`src/rtl/inst_fetch.sv`:
```
// Instruction fetch stage: PC register, direct-mapped I-cache refilled one word at a
// time from the memory controller, and static-JAL / 2-bit BHT next-PC prediction.
module inst_fetch #(
  parameter int ICACHE_LINES = 16,
  parameter int BHT_SIZE     = 256
) (
  input  logic        clk,
  input  logic        rst,
  input  logic        rdy,
  input  logic        stall,
  input  logic        rollback,
  input  logic [31:0] rollback_pc,
  input  logic        bp_update,
  input  logic [31:0] bp_pc,
  input  logic        bp_taken,
  output logic        mc_en,
  output logic [31:0] mc_addr,
  input  logic        mc_done,
  input  logic [31:0] mc_data,
  output logic        inst_rdy,
  output logic [31:0] inst,
  output logic [31:0] inst_pc,
  output logic        jump_predict
);

  localparam int IDX_W = $clog2(ICACHE_LINES);
  localparam int TAG_W = 28 - IDX_W;
  localparam int BHT_W = $clog2(BHT_SIZE);
  localparam logic [6:0] OP_JAL = 7'b1101111;
  localparam logic [6:0] OP_BR  = 7'b1100011;

  typedef enum logic [0:0] {IDLE = 1'b0, FETCH = 1'b1} state_t;

  state_t      state_r, state_nxt_s;
  logic [31:0] pc_r, pc_nxt_s;
  logic [1:0]  cnt_r, cnt_nxt_s;
  logic        mc_en_nxt_s;
  logic [31:0] mc_addr_nxt_s;
  logic        inst_rdy_nxt_s;
  logic [31:0] inst_nxt_s;
  logic [31:0] inst_pc_nxt_s;
  logic        jp_nxt_s;

  logic [31:0]       data_r [ICACHE_LINES-1:0][3:0];
  logic [TAG_W-1:0]  tag_r  [ICACHE_LINES-1:0];
  logic [ICACHE_LINES-1:0] valid_r;
  logic [1:0]        bht_r  [BHT_SIZE-1:0];

  logic [IDX_W-1:0] pc_idx_s, fill_idx_s;
  logic [TAG_W-1:0] pc_tag_s, fill_tag_s;
  logic [BHT_W-1:0] pc_bht_s, bp_idx_s;
  logic             hit_s, fill_we_s, fill_last_s;
  logic [31:0]      word_s, j_imm_s, b_imm_s;
  logic             unused_s;

  function automatic logic [1:0] bht_step(input logic [1:0] ctr, input logic taken);
    logic [1:0] res;
    if (taken) begin
      res = (ctr == 2'b11) ? 2'b11 : ctr + 2'b01;
    end else begin
      res = (ctr == 2'b00) ? 2'b00 : ctr - 2'b01;
    end
    return res;
  endfunction

  // The refill target comes from mc_addr so a rollback mid-refill cannot retarget it.
  assign pc_idx_s   = pc_r[4 +: IDX_W];
  assign pc_tag_s   = pc_r[31 -: TAG_W];
  assign fill_idx_s = mc_addr[4 +: IDX_W];
  assign fill_tag_s = mc_addr[31 -: TAG_W];
  assign pc_bht_s   = pc_r[BHT_W+1:2];
  assign bp_idx_s   = bp_pc[BHT_W+1:2];
  assign hit_s      = valid_r[pc_idx_s] && (tag_r[pc_idx_s] == pc_tag_s);
  assign word_s     = data_r[pc_idx_s][pc_r[3:2]];
  assign j_imm_s    = {{12{word_s[31]}}, word_s[19:12], word_s[20], word_s[30:21], 1'b0};
  assign b_imm_s    = {{20{word_s[31]}}, word_s[7], word_s[30:25], word_s[11:8], 1'b0};
  assign unused_s   = ^{bp_pc[31:BHT_W+2], bp_pc[1:0]};

  // Next-state, next-PC and output decode; everything holds while rdy is low.
  always_comb begin
    state_nxt_s    = state_r;
    pc_nxt_s       = pc_r;
    cnt_nxt_s      = cnt_r;
    mc_en_nxt_s    = mc_en;
    mc_addr_nxt_s  = mc_addr;
    inst_rdy_nxt_s = inst_rdy;
    inst_nxt_s     = inst;
    inst_pc_nxt_s  = inst_pc;
    jp_nxt_s       = jump_predict;
    fill_we_s      = 1'b0;
    fill_last_s    = 1'b0;
    if (rdy) begin
      inst_rdy_nxt_s = 1'b0;
      case (state_r)
        IDLE: begin
          if (rollback) begin
            pc_nxt_s = rollback_pc;
          end else if (hit_s) begin
            if (!stall) begin
              inst_rdy_nxt_s = 1'b1;
              inst_nxt_s     = word_s;
              inst_pc_nxt_s  = pc_r;
              if (word_s[6:0] == OP_JAL) begin
                pc_nxt_s = pc_r + j_imm_s;
                jp_nxt_s = 1'b1;
              end else if ((word_s[6:0] == OP_BR) && bht_r[pc_bht_s][1]) begin
                pc_nxt_s = pc_r + b_imm_s;
                jp_nxt_s = 1'b1;
              end else begin
                pc_nxt_s = pc_r + 32'd4;
                jp_nxt_s = 1'b0;
              end
            end else begin
              pc_nxt_s = pc_r;
            end
          end else begin
            state_nxt_s   = FETCH;
            cnt_nxt_s     = 2'd0;
            mc_en_nxt_s   = 1'b1;
            mc_addr_nxt_s = {pc_r[31:4], 4'b0000};
          end
        end
        FETCH: begin
          if (rollback) begin
            pc_nxt_s = rollback_pc;
          end else begin
            pc_nxt_s = pc_r;
          end
          if (mc_done) begin
            fill_we_s = 1'b1;
            if (cnt_r == 2'd3) begin
              fill_last_s = 1'b1;
              mc_en_nxt_s = 1'b0;
              cnt_nxt_s   = 2'd0;
              state_nxt_s = IDLE;
            end else begin
              cnt_nxt_s     = cnt_r + 2'd1;
              mc_addr_nxt_s = mc_addr + 32'd4;
              mc_en_nxt_s   = 1'b1;
            end
          end else begin
            mc_en_nxt_s = 1'b1;
          end
        end
        default: begin
          state_nxt_s = IDLE;
        end
      endcase
    end else begin
      state_nxt_s = state_r;
    end
  end

  // Control and output registers.
  always_ff @(posedge clk) begin
    if (!rst) begin
      state_r      <= IDLE;
      pc_r         <= 32'd0;
      cnt_r        <= 2'd0;
      mc_en        <= 1'b0;
      mc_addr      <= 32'd0;
      inst_rdy     <= 1'b0;
      inst         <= 32'd0;
      inst_pc      <= 32'd0;
      jump_predict <= 1'b0;
    end else begin
      state_r      <= state_nxt_s;
      pc_r         <= pc_nxt_s;
      cnt_r        <= cnt_nxt_s;
      mc_en        <= mc_en_nxt_s;
      mc_addr      <= mc_addr_nxt_s;
      inst_rdy     <= inst_rdy_nxt_s;
      inst         <= inst_nxt_s;
      inst_pc      <= inst_pc_nxt_s;
      jump_predict <= jp_nxt_s;
    end
  end

  // Line data and tags; meaningless until the valid bit is set, so no reset.
  always_ff @(posedge clk) begin
    if (fill_we_s) begin
      data_r[fill_idx_s][cnt_r] <= mc_data;
    end
    if (fill_last_s) begin
      tag_r[fill_idx_s] <= fill_tag_s;
    end
  end

  // Valid bits and branch history counters.
  always_ff @(posedge clk) begin
    if (!rst) begin
      valid_r <= '0;
      for (int i = 0; i < BHT_SIZE; i++) begin
        bht_r[i] <= 2'b01;
      end
    end else if (rdy) begin
      if (fill_last_s) begin
        valid_r[fill_idx_s] <= 1'b1;
      end
      if (bp_update) begin
        bht_r[bp_idx_s] <= bht_step(bht_r[bp_idx_s], bp_taken);
      end
    end
  end

endmodule
```
`config.mk`:
```
export PLATFORM = sky130hd
export DESIGN_NAME = inst_fetch
export DESIGN_NICKNAME = d
export VERILOG_FILES = /design/src/rtl/inst_fetch.sv
export SDC_FILE = /design/constraint.sdc
export NUM_CORES = 2
export LEC_CHECK = 0
export ABC_AREA = 1
export BUFFER_PORTS_ARGS = -buffer_cell sky130_fd_sc_hd__buf_4
export CAP_MARGIN = 25
export CORE_ASPECT_RATIO = 0.6
export CORE_UTILIZATION = 42
export CTS_CLUSTER_DIAMETER = 100
export DETAILED_ROUTE_END_ITERATION = 7
export PLACE_DENSITY_LB_ADDON = 0.05
export RECOVER_POWER = 100
export SKIP_CTS_REPAIR_TIMING = 1
export SLEW_MARGIN = 10
export SYNTH_ARGS = -nofsm -noshare
export SYNTH_HDL_FRONTEND = slang
export SYNTH_SLANG_ARGS = --single-unit
```
`constraint.sdc`:
```
create_clock -name clk -period 5.3 [get_ports clk]
set_clock_uncertainty 0.05 [all_clocks]
set_input_delay 0.265 -clock clk [delete_from_list [all_inputs] [get_ports clk]]
set_output_delay 0.265 -clock clk [all_outputs]
set_load 0.01 [all_outputs]
```
==> flow_metrics.tcl <==
set metrics [dict create \
    ir_worst_vdd_mv 0.2872 \
    worstSkewPairLatency_ns 0.92 \
    routed_wl_mm 493.2 \
    cp_slowest_stage_delay_ns 1.14 \
    finalCriticalPeriod_ns 5.163 \
    p_sw_uw 14460 \
    core-area_um2 318100 \
    layout.nets 13118 \
    crit_slowest_cell "clkbuf_2" \
    async_flop_share_pct 0 \
    layout-drive-gt1-share_pct 9.690 \
    status "finished with violations" \
    grt_max_degree 189 \
    clk_pin_slew_ns 0.06 \
    cts_tree "built" \
    worstMarginPinSlew_ns 4.172 \
    intPower_uw 41310 \
    wl_per_cell_um 28.30 \
    start_util_pct 42.41 \
    htree_levels 5 \
    synth_seq_cells 3100 \
    yosysUniqueCellTypes 55 \
    syn_avg_cell_area_um2 10.74 \
    max_freq_mhz 193.7 \
    fin_cells 17431 \
    p_per_area_nw_per_um2 360.9 \
    synth_common_cells "edfxtp_1 (2944), nor2_1 (2248), nand2_1 (1967), o21ai_0 (1293), nand3_1 (1251)" \
    synth_top_area_share_pct 65.53 \
    drcViolationCount 0 \
    synthFlopType "edfxtp_1" \
    grt_pass1_wl_mm 688.8 \
    cap_violations 103 \
    cts-buffers-inserted 312 \
    gp_congestion 0.8965 \
    swShare_pct 25.92 \
    die_h_um 441.0 \
    dpl_cell_area_um2 144400 \
    critPathKind "in2reg" \
    firstDrtPassIters 7 \
    area_delta_synth_final_pct 14.54 \
    pwr-share-comb_pct 11.3 \
    worst-endpoint-required_ns 5.88 \
    antenna_found_initial 37 \
    syn_area_um2 134900 \
    first_global_vias 93010 \
    ys_seq_area_share_pct 67.85 \
    finalSetupViolCount 0 \
    cts.sinks 3100 \
    yosysTopAreaCell "edfxtp_1" \
    hold_viol 0 \
    io_pins 203 \
    num_rows 160 \
    cpMostUsedCell "nand2_1" \
    via_count 102042 \
    leakagePower_uw 0.05250 \
    p_clk_share_pct 39.9 \
    ant_nets 0 \
    via_per_inst 5.854 \
    cp_top_family "buffers and inverters" \
    fp.dieW_um 733.7 \
    hold_path_class "in2reg" \
    synth_edf_count 2944 \
    end_kind "flip-flop" \
    pwr-share-seq_pct 48.8 \
    synth_cells 12557 \
    slew_violations 3950 \
    start_kind "input port" \
    yosysWarnings 0 \
    netlist_top_cells_area "edfxtp_1 (66%), nor2_1 (6.3%), nand2_1 (5.5%)" \
    worst-path-buf-inv 4 \
    die_area_um2 323500 \
    path_max_fanout 69 \
    dp_cells 16764 \
    port_buffers 176 \
    period_share_pct 97.41 \
    arrival_ns 5.74 \
    root_buffer "clkbuf_16" \
    yosysMostFrequentCell "edfxtp_1" \
    finish.instance_area_um2 154500 \
    gr-usage-all-layers_pct 29.34 \
    clock_path_buffers 4 \
    detailed_place_hpwl_mm 298.5 \
    failed_checks "max-capacitance violations, max-slew violations" \
    grt-ovfl-total 0 \
    maxSlewHeadroom_pct -178.2 \
    drtIter0Drc 14275 \
    cp_cell_sequence "clkbuf_8 > nor2_1 > clkbuf_2 > a22oi_1 > nand3_1 > nand2_1 > nand2_1 > nor3_1 > o21ai_0 > nor2_1 > nand2_1 > nor2_1 > nand3b_1 > a21oi_4 > clkbuf_1 > buf_6 > nand2_1" \
]
-- kinds of logic after synthesis --
group,Yosys count,share of synthesized area [%]
buf+inv,1413,4.543
simple gates,5570,16.84
xor+xnor,89,0.5778
fa+ha+maj,51,0.4842
flops,3100,67.85
other cells,1,0.002780
compound gates,2333,9.705
-- layer usage --
layer / track usage (%) / wire length [µm] / vias up
met5: 0 / 11 / -
met4: 6.514 / 11310 / 2
met3: 6.710 / 57340 / 650
met2: 41.11 / 200400 / 5345
met1: 45.94 / 224100 / 50836
li1: - / - / 45209
-- sequential cells by signal, summed over array words and instances, names as in the netlist, named ones only --
register,count
bht_r,512
cnt_r,2
data_r,2048
inst,32
inst_pc,32
inst_rdy,1
jump_predict,1
mc_addr,30
mc_en,1
pc_r,32
state_r,1
tag_r,384
valid_r,16
-- area by class of cell --
class                   count  area, µm²
flip-flops and latches   3100      91560
clock buffers             387       8339
repair inverters            2      32.53
diodes                      9      22.52
inverters                 535       2072
fillers                 28789     163600
multi-input cells        8045      37790
well taps                4212       5270
clock inverters           174       1578
repair buffers            967       7856
-- power groups by stage --
stage,registers [µW],clock network [µW],logic [µW]
2_1_floorplan,27600,0,3040
3_3_place_gp,27700,0,6070
3_5_place_dp,27700,0,6110
4_1_cts,27200,22500,6130
5_1_grt,27200,23400,6730
6_report,27200,22200,6320
-- worst register-to-register path: stages, from the launching register on --
cell and delay (ns):
dfxtp_4 0.42, clkinv_16 0.13, buf_12 0.29, buf_12 0.26, buf_6 0.28, buf_4 0.39
nand2_1 0.12, nand3_1 0.08, nand3_1 0.10, nand3_1 0.22, nand3_1 0.25, nand2_1 0.22
nand2_1 0.07, nand2_1 0.22, inv_1 0.13, nor2_2 0.16, nand2_1 0.11, buf_12 0.15
inv_1 0.10, buf_12 0.17, nand2_1 0.08, nand3_1 0.15, nand2_1 0.08, nand3_1 0.08
dlygate4sd3_1 0.56, nand2_1 0.06, nor2_1 0.08
-- cell usage in the layout (no fill, tap or decap), types with 66 or more instances in the layout --
cell              n
edfxtp_1       2944
o21ai_0        1284
dlygate4sd3_1    73
clkbuf_16       328
a21oi_1         170
inv_1           512
clkinv_1         73
nand2_1        1963
nor2_1         2197
xor2_1           69
dfxtp_1         148
o22ai_1         492
buf_4           549
o211ai_1         66
a31oi_1          75
a22oi_1         127
nand3_1        1250
clkbuf_1        232
-- path summary, 6_finish.rpt --
kind / from / end / slack (ns) / cells after the start
max: bp_pc[3] / bht_r[91][0] / 0.14 / 17
max reg2reg: flip-flop / pc_r[1] / 0.21 / 26
min: rollback_pc[22] / pc_r[22] / 0.19 / 4
min reg2reg: valid_r[10] / valid_r[10] / 0.41 / 2
-- metrics by stage --
step | total power [µW] | utilization [%] | hold WS [ns] | TNS (ns) | setup WS (ns)
after floorplan | 30610 | - | 0.3139 | 0 | 0.6604
after global placement | 33750 | 45.39 | 0.3954 | -1.576 | -0.3510
after detailed placement | 33790 | 45.41 | 0.4023 | -1.050 | -0.2233
after CTS | 55780 | 48.52 | -0.4581 | -1.375 | -0.2398
after global routing | 57310 | 48.57 | 0.1865 | -0.03466 | -0.02904
final | 55770 | 48.58 | 0.1872 | 0 | 0.1373
No activity file was read; power rests on OpenSTA's default activity.
